[config.mk]
export PLATFORM = sky130hd
export DESIGN_NAME = attn_out_residual_add
export DESIGN_NICKNAME = d
export VERILOG_FILES = /design/src/rtl/attn_out_pkg.sv /design/src/rtl/attn_out_residual_add_adder.sv /design/src/rtl/attn_out_residual_add.sv
export SDC_FILE = /design/constraint.sdc
export NUM_CORES = 2
export LEC_CHECK = 0
export CAP_MARGIN = 10
export CORE_MARGIN = 10
export CORE_UTILIZATION = 40
export DETAILED_ROUTE_END_ITERATION = 6
export PLACE_DENSITY = 0.57
export SYNTH_ARGS = -nofsm -noshare
export SYNTH_HDL_FRONTEND = slang
export SYNTH_SLANG_ARGS = --single-unit
[constraint.sdc]
create_clock -name clk -period 26.7 [get_ports clk]
set_input_delay 4.005 -clock clk [delete_from_list [all_inputs] [get_ports clk]]
set_output_delay 4.005 -clock clk [all_outputs]
set_load 0.02 [all_outputs]
[src/rtl/attn_out_pkg.sv]
// Shared types and constants for the attention-output residual add stage.
// A beat address packs the row above the group: addr = row*32 + group.
package attn_out_pkg;

  localparam int READ_LAT   = 2;
  localparam int NUM_ROWS   = 4;
  localparam int NUM_GROUPS = 32;
  localparam int LANE_W     = 32;
  localparam int NUM_LANES  = 4;
  localparam int ROW_W      = 2;
  localparam int GROUP_W    = 5;
  localparam int ADDR_W     = ROW_W + GROUP_W;
  localparam int WORD_W     = NUM_LANES * LANE_W;

  typedef enum logic [3:0] {
    S_IDLE,
    S_POP,
    S_SET_ADDR,
    S_WAIT_MEM,
    S_LATCH_MEM,
    S_ADD_SEND,
    S_ADD_WAIT,
    S_NEXT_LANE,
    S_WRITE,
    S_DONE
  } state_t;

  function automatic logic [ADDR_W-1:0] pack_addr(input logic [ROW_W-1:0] row,
                                                   input logic [GROUP_W-1:0] group);
    return {row, group};
  endfunction

endpackage

[src/rtl/attn_out_residual_add_adder.sv]
// FP32 adder with strobe/ack handshakes on both operands and the result.
// Round-to-nearest-even; subnormal operands and results are flushed to signed zero.
module adder (
  input  logic        clk,
  input  logic        rst,
  input  logic [31:0] input_a,
  input  logic        input_a_stb,
  output logic        input_a_ack,
  input  logic [31:0] input_b,
  input  logic        input_b_stb,
  output logic        input_b_ack,
  output logic [31:0] output_z,
  output logic        output_z_stb,
  input  logic        output_z_ack
);

  localparam logic [1:0] A_GET_A = 2'd0;
  localparam logic [1:0] A_GET_B = 2'd1;
  localparam logic [1:0] A_ADD   = 2'd2;
  localparam logic [1:0] A_PUT   = 2'd3;

  logic [1:0]        st_reg;
  logic [31:0]       a_reg, b_reg;
  logic [31:0]       x, y, z_next;
  logic [7:0]        d;
  logic [26:0]       mx, my_al, n;
  logic [53:0]       sh;
  logic [27:0]       s;
  logic [4:0]        lz;
  logic [24:0]       r;
  logic              up;
  logic signed [9:0] e_n, e_r;
  logic              a_nan, b_nan, a_inf, b_inf, a_zero, b_zero;

  assign a_nan  = (&a_reg[30:23]) && (|a_reg[22:0]);
  assign b_nan  = (&b_reg[30:23]) && (|b_reg[22:0]);
  assign a_inf  = (&a_reg[30:23]) && !(|a_reg[22:0]);
  assign b_inf  = (&b_reg[30:23]) && !(|b_reg[22:0]);
  assign a_zero = (a_reg[30:23] == 8'd0);
  assign b_zero = (b_reg[30:23] == 8'd0);

  always_comb begin
    // x carries the larger magnitude so the aligned difference is never negative
    x     = (b_reg[30:0] > a_reg[30:0]) ? b_reg : a_reg;
    y     = (b_reg[30:0] > a_reg[30:0]) ? a_reg : b_reg;
    d     = x[30:23] - y[30:23];
    mx    = {1'b1, x[22:0], 3'b000};
    sh    = {{1'b1, y[22:0], 3'b000}, 27'd0} >> ((d > 8'd31) ? 8'd31 : d);
    my_al = {sh[53:28], sh[27] | (|sh[26:0])};
    s     = (x[31] == y[31]) ? ({1'b0, mx} + {1'b0, my_al}) : ({1'b0, mx} - {1'b0, my_al});
    lz    = 5'd27;
    for (int i = 0; i < 27; i++) begin
      if (s[i]) lz = 5'(26 - i);
    end
    e_n = $signed({2'b00, x[30:23]});
    if (s[27]) begin
      n   = {s[27:2], s[1] | s[0]};
      e_n = e_n + 10'sd1;
    end else begin
      n   = s[26:0] << lz;
      e_n = e_n - $signed({5'd0, lz});
    end
    up  = n[2] & (n[1] | n[0] | n[3]);
    r   = {1'b0, n[26:3]} + {24'd0, up};
    e_r = e_n + $signed({9'd0, r[24]});
    if (s == 28'd0)            z_next = 32'd0;
    else if (e_r >= 10'sd255)  z_next = {x[31], 8'hFF, 23'd0};
    else if (e_r <= 10'sd0)    z_next = {x[31], 31'd0};
    else                       z_next = {x[31], e_r[7:0], r[24] ? r[23:1] : r[22:0]};
    if (a_nan || b_nan || (a_inf && b_inf && (a_reg[31] != b_reg[31]))) z_next = 32'h7FC00000;
    else if (a_inf)                 z_next = a_reg;
    else if (b_inf)                 z_next = b_reg;
    else if (a_zero && b_zero)      z_next = {a_reg[31] & b_reg[31], 31'd0};
    else if (a_zero)                z_next = b_reg;
    else if (b_zero)                z_next = a_reg;
  end

  always_ff @(posedge clk) begin
    if (rst) begin
      st_reg       <= A_GET_A;
      a_reg        <= '0;
      b_reg        <= '0;
      input_a_ack  <= 1'b0;
      input_b_ack  <= 1'b0;
      output_z     <= '0;
      output_z_stb <= 1'b0;
    end else begin
      case (st_reg)
        A_GET_A: begin
          input_a_ack <= 1'b1;
          if (input_a_ack && input_a_stb) begin
            a_reg       <= input_a;
            input_a_ack <= 1'b0;
            st_reg      <= A_GET_B;
          end
        end
        A_GET_B: begin
          input_b_ack <= 1'b1;
          if (input_b_ack && input_b_stb) begin
            b_reg       <= input_b;
            input_b_ack <= 1'b0;
            st_reg      <= A_ADD;
          end
        end
        A_ADD: begin
          output_z     <= z_next;
          output_z_stb <= 1'b1;
          st_reg       <= A_PUT;
        end
        default: begin
          if (output_z_stb && output_z_ack) begin
            output_z_stb <= 1'b0;
            st_reg       <= A_GET_A;
          end
        end
      endcase
    end
  end

endmodule

[src/rtl/attn_out_residual_add.sv]
// Residual add for attention-output tiles: each GEMM beat is added lane by lane to the
// residual word at its own {row, group} address and the sum is written back there.
module attn_out_residual_add
  import attn_out_pkg::*;
#(
  parameter int READ_LAT  = attn_out_pkg::READ_LAT,
  parameter int MEM_WAIT  = READ_LAT + 1,
  parameter int NUM_BEATS = NUM_ROWS * NUM_GROUPS
) (
  input  logic         clk,
  input  logic         rst,
  input  logic         start,
  input  logic         in_valid,
  input  logic [1:0]   in_row,
  input  logic [4:0]   in_group,
  input  logic [127:0] in_data,
  output logic [6:0]   R_mem_addr,
  input  logic [127:0] R_mem_out,
  output logic         W_mem_we,
  output logic [6:0]   W_mem_addr,
  output logic [127:0] W_mem_din,
  output logic         busy,
  output logic         done,
  output logic         overflow
);

  localparam int ENTRY_W = ROW_W + GROUP_W + WORD_W;
  localparam int CNT_W   = $clog2(NUM_BEATS + 1);

  state_t              state_reg;
  logic                start_d_reg;
  logic [ENTRY_W-1:0]  fifo_mem [2];
  logic                wr_ptr_reg, rd_ptr_reg;
  logic [1:0]          fifo_cnt_reg;
  logic [ROW_W-1:0]    row_reg;
  logic [GROUP_W-1:0]  group_reg;
  logic [WORD_W-1:0]   data_reg, res_reg, din_next;
  logic [LANE_W-1:0]   result_reg [NUM_LANES];
  logic [LANE_W-1:0]   beat_lane [NUM_LANES];
  logic [LANE_W-1:0]   res_lane [NUM_LANES];
  logic [1:0]          lane_reg;
  logic [7:0]          wait_cnt_reg;
  logic [CNT_W-1:0]    beat_cnt_reg;
  logic                a_stb_reg, b_stb_reg;
  logic                a_ack, b_ack, z_stb;
  logic [LANE_W-1:0]   z;
  logic                start_edge, flush, fifo_full, fifo_empty, push, pop;

  generate
    for (genvar gi = 0; gi < NUM_LANES; gi++) begin : g_lane
      assign beat_lane[gi]                    = data_reg[LANE_W*gi +: LANE_W];
      assign res_lane[gi]                     = res_reg[LANE_W*gi +: LANE_W];
      assign din_next[LANE_W*gi +: LANE_W]    = result_reg[gi];
    end
  endgenerate

  assign start_edge = start && !start_d_reg;
  assign flush      = (state_reg == S_IDLE) && start_edge;
  assign fifo_full  = (fifo_cnt_reg == 2'd2);
  assign fifo_empty = (fifo_cnt_reg == 2'd0);
  assign pop        = (state_reg == S_POP) && !fifo_empty;
  // A full FIFO still accepts a beat when the same cycle pops one out.
  assign push       = in_valid && (!fifo_full || pop) && !flush;

  always_ff @(posedge clk) begin
    if (push) fifo_mem[wr_ptr_reg] <= {in_row, in_group, in_data};
  end

  adder u_adder (
    .clk          (clk),
    .rst          (rst),
    .input_a      (beat_lane[lane_reg]),
    .input_a_stb  (a_stb_reg),
    .input_a_ack  (a_ack),
    .input_b      (res_lane[lane_reg]),
    .input_b_stb  (b_stb_reg),
    .input_b_ack  (b_ack),
    .output_z     (z),
    .output_z_stb (z_stb),
    .output_z_ack (1'b1)
  );

  always_ff @(posedge clk) begin
    if (rst) begin
      state_reg    <= S_IDLE;
      start_d_reg  <= 1'b0;
      wr_ptr_reg   <= 1'b0;
      rd_ptr_reg   <= 1'b0;
      fifo_cnt_reg <= 2'd0;
      row_reg      <= '0;
      group_reg    <= '0;
      data_reg     <= '0;
      res_reg      <= '0;
      for (int i = 0; i < NUM_LANES; i++) result_reg[i] <= '0;
      lane_reg     <= 2'd0;
      wait_cnt_reg <= 8'd0;
      beat_cnt_reg <= '0;
      a_stb_reg    <= 1'b0;
      b_stb_reg    <= 1'b0;
      R_mem_addr   <= '0;
      W_mem_we     <= 1'b0;
      W_mem_addr   <= '0;
      W_mem_din    <= '0;
      busy         <= 1'b0;
      done         <= 1'b0;
      overflow     <= 1'b0;
    end else begin
      start_d_reg <= start;
      W_mem_we    <= 1'b0;
      if (flush) begin
        wr_ptr_reg   <= 1'b0;
        rd_ptr_reg   <= 1'b0;
        fifo_cnt_reg <= 2'd0;
      end else begin
        if (push) wr_ptr_reg <= !wr_ptr_reg;
        if (pop)  rd_ptr_reg <= !rd_ptr_reg;
        case ({push, pop})
          2'b10:   fifo_cnt_reg <= fifo_cnt_reg + 2'd1;
          2'b01:   fifo_cnt_reg <= fifo_cnt_reg - 2'd1;
          default: ;
        endcase
      end
      if (flush)                                 overflow <= 1'b0;
      else if (in_valid && fifo_full && !pop)    overflow <= 1'b1;

      case (state_reg)
        S_IDLE: begin
          if (start_edge) begin
            busy         <= 1'b1;
            beat_cnt_reg <= '0;
            state_reg    <= S_POP;
          end
        end
        S_POP: begin
          if (!fifo_empty) begin
            {row_reg, group_reg, data_reg} <= fifo_mem[rd_ptr_reg];
            state_reg <= S_SET_ADDR;
          end
        end
        S_SET_ADDR: begin
          R_mem_addr   <= pack_addr(row_reg, group_reg);
          wait_cnt_reg <= 8'd0;
          state_reg    <= S_WAIT_MEM;
        end
        S_WAIT_MEM: begin
          wait_cnt_reg <= wait_cnt_reg + 8'd1;
          if (wait_cnt_reg == 8'(MEM_WAIT - 1)) state_reg <= S_LATCH_MEM;
        end
        S_LATCH_MEM: begin
          res_reg   <= R_mem_out;
          lane_reg  <= 2'd0;
          state_reg <= S_ADD_SEND;
        end
        S_ADD_SEND: begin
          a_stb_reg <= 1'b1;
          b_stb_reg <= 1'b1;
          state_reg <= S_ADD_WAIT;
        end
        S_ADD_WAIT: begin
          if (a_stb_reg && a_ack) a_stb_reg <= 1'b0;
          if (b_stb_reg && b_ack) b_stb_reg <= 1'b0;
          if (z_stb) begin
            result_reg[lane_reg] <= z;
            state_reg            <= S_NEXT_LANE;
          end
        end
        S_NEXT_LANE: begin
          // The strobe is raised here so W_mem_we is high exactly while in S_WRITE.
          if (lane_reg == 2'd3) begin
            W_mem_we   <= 1'b1;
            W_mem_addr <= pack_addr(row_reg, group_reg);
            W_mem_din  <= din_next;
            state_reg  <= S_WRITE;
          end else begin
            lane_reg  <= lane_reg + 2'd1;
            state_reg <= S_ADD_SEND;
          end
        end
        S_WRITE: begin
          beat_cnt_reg <= beat_cnt_reg + CNT_W'(1);
          if (beat_cnt_reg + CNT_W'(1) == CNT_W'(NUM_BEATS)) begin
            done      <= 1'b1;
            state_reg <= S_DONE;
          end else begin
            state_reg <= S_POP;
          end
        end
        S_DONE: begin
          done      <= 1'b0;
          busy      <= 1'b0;
          state_reg <= S_IDLE;
        end
        default: state_reg <= S_IDLE;
      endcase
    end
  end

endmodule
# Word-level counts from Yosys, hierarchy flattened
# Memory sizes are Yosys's and may differ from the RTL's. A register that Yosys moved wholly into a read port is not among the register bits.
# Index checks and enable logic that the tools add are counted.
# W data, S select, Z words.
[classes]
bitwise = 9
addsub = 12
shifts = 2
multipliers = 0
n_reduce_logical = 63
n_lt_le_gt_ge = 5
div_mod_pow = 0
n_eq_ne = 29
muxes = 89
[op_table]
columns = ["op", "count"]
rows = [
  ["$mux W32", 14],
  ["$bmux W32 S2", 2],
  ["$mux W5", 16],
  ["$mux W31", 2],
  ["$mux W4", 14],
  ["$shr A54 B8 Y54", 1],
  ["$reduce_or A23 Y1", 2],
  ["$pmux W4 S9", 1],
  ["$pmux W8 S2", 2],
  ["$reduce_or A32 Y1", 1],
  ["$gt A31 B31 Y1", 1],
  ["$add A27 B27 Y28", 1],
  ["$logic_not A28 Y1", 1],
  ["$mux W28", 1],
  ["$sub A27 B27 Y28", 1],
  ["$mux W27", 1],
  ["$reduce_or A27 Y1", 1],
  ["$shl A27 B5 Y27", 1],
  ["$add A24 B1 Y25", 1],
  ["$mux W23", 1],
  ["$reduce_and A2 Y1", 10],
  ["$ne A2 B2 Y1 const B", 9],
  ["$mux W1", 17],
  ["$add A8 B1 Y8 const B", 2],
  ["43 further kinds", 106],
]
[totals]
memories = 2
out_inout_bits = 146
rom_bits = 0
ram_bits = 398
in_bits = 267
latch_bits = 0
regBits = 276
wordCells = 235
[memory_table]
columns = ["memory", "words", "word_bits", "read_ports", "rd_clocked_by_memory_dff", "write_ports", "line_no", "rtl"]
rows = [
  ["fifo_mem", 2, 135, 1, 1, 1, "attn_out_residual_add.sv:32", "logic [ENTRY_W-1:0] fifo_mem [2];"],
  ["result_reg", 4, 32, 4, 4, 4, "attn_out_residual_add.sv:38", "logic [LANE_W-1:0] result_reg [NUM_LANES];"],
]

# Logic depth before layout (Yosys ltp)
[logic_depth]
ltp_word = 54
mapped_depth = 76
depth_no_buf = 67

# Hierarchy
# A second synthesis with hierarchy kept.
[unflattened]
hier_cells = 5015
hier_area_um2 = 47533.1
[modules_own_cells]
columns = ["module", "seq_area_each_um2", "n_inst", "cells_per_inst", "area_per_inst_um2"]
rows = [
  ["attn_out_residual_add", 20719.9, 1, 2614, 31238.7],
  ["adder", 2021.9, 1, 2401, 16294.4],
]

# Worst setup path before layout
# No wires, ideal clock.
[synth_timing]
kind = "register -> register"
start = "register u_adder.a_reg[23]"
end = "register u_adder.output_z[3]"
t_arrival_ns = 15.096
path_buffers = 11
synth_period_minus_slack_ns = 15.173
setup_ns = 0.078
path_slack_ns = 11.527
stages_incl_launch_ff = 74
t_required_ns = 26.622
path_cell_list = "dfxtp_1 > inv_1 > ha_1 > buf_6 > nand3_2 > nor4_4 > nand3_1 > a21o_1 > clkbuf_1 > nand2_1 > clkbuf_1 > buf_1 > buf_1 > mux2_2 > ha_1 > nand3_1 > o31ai_1 > a211o_1 > (+38 left out) > or3_1 > clkbuf_1 > inv_1 > ha_1 > ha_1 > nand4_1 > mux2i_1 > nand2_1 > o32a_1 > o22a_1 > and2_1 > a31oi_1 > nor3b_2 > and2_1 > clkbuf_1 > o31ai_2 > o31a_1 > nor3_1"
[synth_between]
elab_chain_cells = 54
elab_cells_between_ends = 73
classes_between = "add/sub: 7; order compare: 4; eq/ne: 1; shift: 2; mux: 43; bitwise: 5; reduce/logical: 11"
[synth_lines]
columns = ["element", "line_no", "rtl"]
rows = [
  ["start: declaration", "attn_out_residual_add_adder.sv:23", "logic [31:0] a_reg, b_reg;"],
  ["start signal: assignment", "attn_out_residual_add_adder.sv:92", "a_reg <= input_a;"],
  ["$gt A31 B31 Y1", "attn_out_residual_add_adder.sv:44, attn_out_residual_add_adder.sv:45", ""],
  ["$mux W32 (on tied branches)", "attn_out_residual_add_adder.sv:44, attn_out_residual_add_adder.sv:45", ""],
  ["$sub A8 B8 Y8", "attn_out_residual_add_adder.sv:46", "d = x[30:23] - y[30:23];"],
  ["$gt A8 B5 Y1", "attn_out_residual_add_adder.sv:48", "sh = {{1'b1, y[22:0], 3'b000}, 27'd0} >> ((d > 8'd31) ? 8'd31 : d);"],
  ["$mux W8", "attn_out_residual_add_adder.sv:48", ""],
  ["$shr A54 B8 Y54", "attn_out_residual_add_adder.sv:48", ""],
  ["$reduce_or A27 Y1", "attn_out_residual_add_adder.sv:49", "my_al = {sh[53:28], sh[27] | (|sh[26:0])};"],
  ["$or A1 B1 Y1", "attn_out_residual_add_adder.sv:49", ""],
  ["(+38 left out)", "-", ""],
  ["$mux W31", "attn_out_residual_add_adder.sv:67", "else if (e_r >= 10'sd255) z_next = {x[31], 8'hFF, 23'd0};"],
  ["$mux W32", "attn_out_residual_add_adder.sv:66", "if (s == 28'd0) z_next = 32'd0;"],
  ["$mux W32", "attn_out_residual_add_adder.sv:75", "else if (b_zero) z_next = a_reg;"],
  ["$mux W32", "attn_out_residual_add_adder.sv:74", "else if (a_zero) z_next = b_reg;"],
  ["$mux W32", "attn_out_residual_add_adder.sv:73", "else if (a_zero && b_zero) z_next = {a_reg[31] & b_reg[31], 31'd0};"],
  ["$mux W32", "attn_out_residual_add_adder.sv:72", "else if (b_inf) z_next = b_reg;"],
  ["$mux W32", "attn_out_residual_add_adder.sv:71", "else if (a_inf) z_next = a_reg;"],
  ["$mux W32 (*)", "attn_out_residual_add_adder.sv:70", "if (a_nan || b_nan || (a_inf && b_inf && (a_reg[31] != b_reg[31]))) z_next = 32'h7FC00000;"],
  ["end signal: assignment", "attn_out_residual_add_adder.sv:106", "output_z <= z_next;"],
  ["end: declaration", "attn_out_residual_add_adder.sv:12", "output logic [31:0] output_z,"],
]
# Every way passes the cells marked *; elsewhere a longest branch is shown, timed or not.
# A chain may end at the register's enable or synchronous reset.

# Worst setup path after layout
# Ends and elaborated chain as after synthesis.

==> run summary <==
Of all flip-flops after synthesis, the portion carrying an async set or reset was 0%. The deepest level of the CTS H-tree was 3; the number of enable-type register cells in the synthesized netlist was 398. In this run the mean area of a mapped cell was 9.355 um^2.

The tools report the count of fill cells added during filler insertion as 11320. In the layout the commonest cells are sky130_fd_sc_hd__nand2_1 (899), sky130_fd_sc_hd__dfxtp_1 (536), sky130_fd_sc_hd__a21oi_1 (523), sky130_fd_sc_hd__clkdlybuf4s50_1 (411), sky130_fd_sc_hd__edfxtp_1 (398). At the end of routability-driven placement, the weighted congestion stood at 0.9950. The critical path startpoint category was a flip-flop. The die is 365.0 um wide. Total detailed-routing wirelength: 174900 um.

Combinational logic is responsible for 14.7% of the overall power. Number of synthesized register bits: 937. The later pin in the worst-skew pair is clocked with a latency of 710 ps. The first global-routing pass estimated 258800 um of wire. At the pin with the least slew margin, the transition time is 1294 ps. The clock arrives with 69.32 ps of skew. In the routed layout, each cell is associated on average with a via count of 5.839. The worst pin sits at a relative slew slack of 12.98%. During synthesis, Yosys emitted a total of 0 warnings. Setup repair after global routing left no endpoint under its margin. The number of diodes was 0; the maximum clock rate was 55.37 MHz. The routed layout has 40830 vias. The post-route core utilization is 47.91%. TritonCTS built the clock tree. The worst-case register-to-register setup slack is 8640 ps, and the via count of the first global-routing pass is 39400. The fraction of power spent switching nets was 27.08%; the initial standard-cell utilization of the core was 40.33%. Combined buffer and inverter count along the critical path: 5. The global-route usage over all layers was 25.26%; the clock tree buffer depth was 3. After floorplanning, the core was divided into 126 placement rows. The cell occurring most often along the worst timing path was sky130_fd_sc_hd__ha_1. The run gives 5090 as the instance count of the mapped netlist.

The number of nets handed over by synthesis was 5457. Adding up every negative setup slack in the final design gives 0 ps. Entering global routing, the biggest net connects 104 pins. The run gives 413 as the total I/O pin count. For the cell-internal power, the log shows 2.635 mW.

The tree is rooted in a sky130_fd_sc_hd__clkbuf_16. The post-CTS repair timing setup buffer count was 0. The worst setup path is of the reg2reg kind. The pre-antenna-repair detailed-routing pass consisted of 6 iterations. The endpoint required time on the critical path is 27270 ps, and the largest fanout on the critical path is 34.

In the final routed layout, each cell accounts on average for 25.01 um. For the hold violation total from the final report, the log shows 0. In this run the power density over the cells is 63.87 nW/um^2. The run gives 5 as the number of antenna violations at the first check in global routing. The clock network accounts for 38.1% of the total power. Of the available clock period, the critical path in the final layout requires 67.65%. VDD sags by at most 0.00005675 V. The flow ran to the end, and the final reports show no timing, DRC or antenna violations. The sequential cell area fraction in the yosys report came out at 47.76%. Floorplan die area: 133300 um^2. The run gives 18630 ps as the arrival time reported for the critical path endpoint. The number of sinks on the clock net was 937; the fraction of power consumed by sequential logic was 47.3%. Buffers inserted during clock tree synthesis total 98. In this run the vertical extent of the chip is 365.0 um. For the leakage power of the design, the log shows 19.71 nW.

For this run, design rule violations remaining after detail routing come to 0. After the first detailed-routing iteration, the DRC count stood at 3976. Counting distinct cell types in the post-synthesis netlist gives 119. The fraction of final layout cells sized beyond drive strength 1 is 8.210%. The class of the tightest hold or removal check is reg2reg.

Summing all flip-flop and latch instances after layout gives 22750 um^2. Counting flops per register, the top entry is fifo_mem. The core region area is 118100 um^2. Max-cap violations in this run came to 0. The cell family contributing the most delay on the critical path is simple AND/OR/NAND/NOR gates.

For this run, the leading register cell type out of synthesis is sky130_fd_sc_hd__dfxtp_1. After clock tree synthesis, the clock-pin slew on the worst setup and hold paths is 70 ps. The area of combinational cells with multiple inputs came out at 23170 um^2. Summing every instance area after synthesis gives 47620 um^2. Setup violations remaining at the end of the flow were counted as 0. Post-CTS repair changed the size of 0 cells.

The cell type of the slowest stage on the worst timing path is sky130_fd_sc_hd__xnor2_1. In the final design database the tool counted 5740 nets. In this run the remaining antenna-violating nets after routing total 0.

The area growth from synthesis to layout is 18.81%. For the global route total overflow, the log shows 0. The tools report the capturing element type of the critical path as a flip-flop. The count of final max-slew check failures is 0, and the estimated wirelength of the detail-placed design is 127400 um. The register with the most flip-flops in the layout has 270 of them.

The net switching power came out at 0.9784 mW. For this design, the CTS-stage hold fixing added 0 buffers. Leaving out fill and tap cells, the most frequent cell in the layout is sky130_fd_sc_hd__nand2_1. The largest single stage delay on the critical path is 900 ps. After layout, the minimum clock period comes to 18060 ps. Input and output buffers added on the ports amount to 412.
-- per-layer routing --
| metal | GRT usage, % | up-vias | part of all wire, % | wire (um) |
|---|---|---|---|---|
| met5 | 0 | - | 0.042 | 74 |
| met4 | 8.764 | 10 | 3.7 | 6462 |
| met3 | 5.561 | 381 | 7.9 | 13780 |
| met2 | 40.37 | 1614 | 45 | 79360 |
| met1 | 33.62 | 19650 | 43 | 75190 |
| li1 | - | 19180 | - | - |
-- worst min-delay path, stage by stage, from the launching register on --
cell                      delay, ps
sky130_fd_sc_hd__dfxtp_1        300
sky130_fd_sc_hd__nand2_1         50
sky130_fd_sc_hd__a21oi_1         50
-- Yosys cell counts (31+ instances only) --
master	n	area, um^2
sky130_fd_sc_hd__a21oi_1	523	2618
sky130_fd_sc_hd__mux4_2	71	1599
sky130_fd_sc_hd__clkbuf_1	285	1070
sky130_fd_sc_hd__nand3_1	113	565.5
sky130_fd_sc_hd__mux2i_1	191	1912
sky130_fd_sc_hd__inv_1	118	442.9
sky130_fd_sc_hd__nor4_1	46	287.8
sky130_fd_sc_hd__edfxtp_1	398	11950
sky130_fd_sc_hd__ha_1	98	1226
sky130_fd_sc_hd__nand4_1	42	262.8
sky130_fd_sc_hd__nand2_1	900	3378
sky130_fd_sc_hd__o21ai_0	152	760.7
sky130_fd_sc_hd__dfxtp_1	539	10790
sky130_fd_sc_hd__and3_1	43	269.0
sky130_fd_sc_hd__a31oi_1	47	294.0
sky130_fd_sc_hd__xnor2_1	45	394.1
sky130_fd_sc_hd__and2_1	154	963.4
sky130_fd_sc_hd__nor2_1	365	1370
sky130_fd_sc_hd__o211ai_1	52	390.4
sky130_fd_sc_hd__a211oi_1	187	1404
sky130_fd_sc_hd__or3_1	31	193.9
sky130_fd_sc_hd__nor3_1	72	360.4
-- path summary, 6_finish.rpt --
kind / end / startpoint / cells after the start
hold / removal: res_reg[120] / res_reg[120] / 2
setup reg to reg: u_adder.output_z[3] / u_adder.a_reg[23] / 54
hold reg to reg: res_reg[120] / res_reg[120] / 2
setup / recovery: u_adder.output_z[3] / u_adder.a_reg[23] / 54
-- metrics by stage --
| step | area (um^2) | setup slack (ps) | hold slack [ps] | total power [mW] | cells |
|---|---|---|---|---|---|
| CTS | 56560 | 9173 | 449.1 | 3.643 | 6992 |
| detailed placement | 53300 | 9320 | 443.1 | 2.269 | 6808 |
| global placement | 53300 | 9263 | 439.5 | 2.263 | 6808 |
| global route | 56580 | 7813 | 467.8 | 3.757 | 6993 |
| finish | 56580 | 8638 | 451.0 | 3.613 | 6993 |
| floorplan | 47620 | 11530 | 433.1 | 2.085 | 5090 |
-- area by class of cell --
class,instances,area share (%)
Tap cell,1536,3.397
Multi-Input combinational cell,3685,40.96
Inverter,123,0.8160
Clock buffer,151,4.969
Sequential cell,937,40.22
Timing Repair Buffer,528,8.850
Clock inverter,33,0.7917
-- cells by family (layout without fill, tap and decap cells) --
logic type | after synthesis | in the layout | synth area share [%]
multiplexers | 272 | 272 | 7.614
AO/OA/AOI/OAI | 1346 | 1346 | 18.46
adder cells (fa/ha/maj) | 100 | 100 | 2.659
AND/OR/NAND/NOR | 1902 | 1902 | 18.42
XOR/XNOR | 65 | 65 | 1.196
buffers and inverters | 468 | 835 | 3.889
flip-flops | 937 | 937 | 47.76
-- power groups by stage --
stage	sequential, mW	combinational [mW]	clock (mW)
after floorplan	1.72	0.361	0
after global placement	1.73	0.530	0
after detailed placement	1.74	0.530	0
after CTS	1.71	0.531	1.40
after global routing	1.72	0.580	1.45
final	1.71	0.530	1.38
No activity file was read; power rests on OpenSTA's default activity.
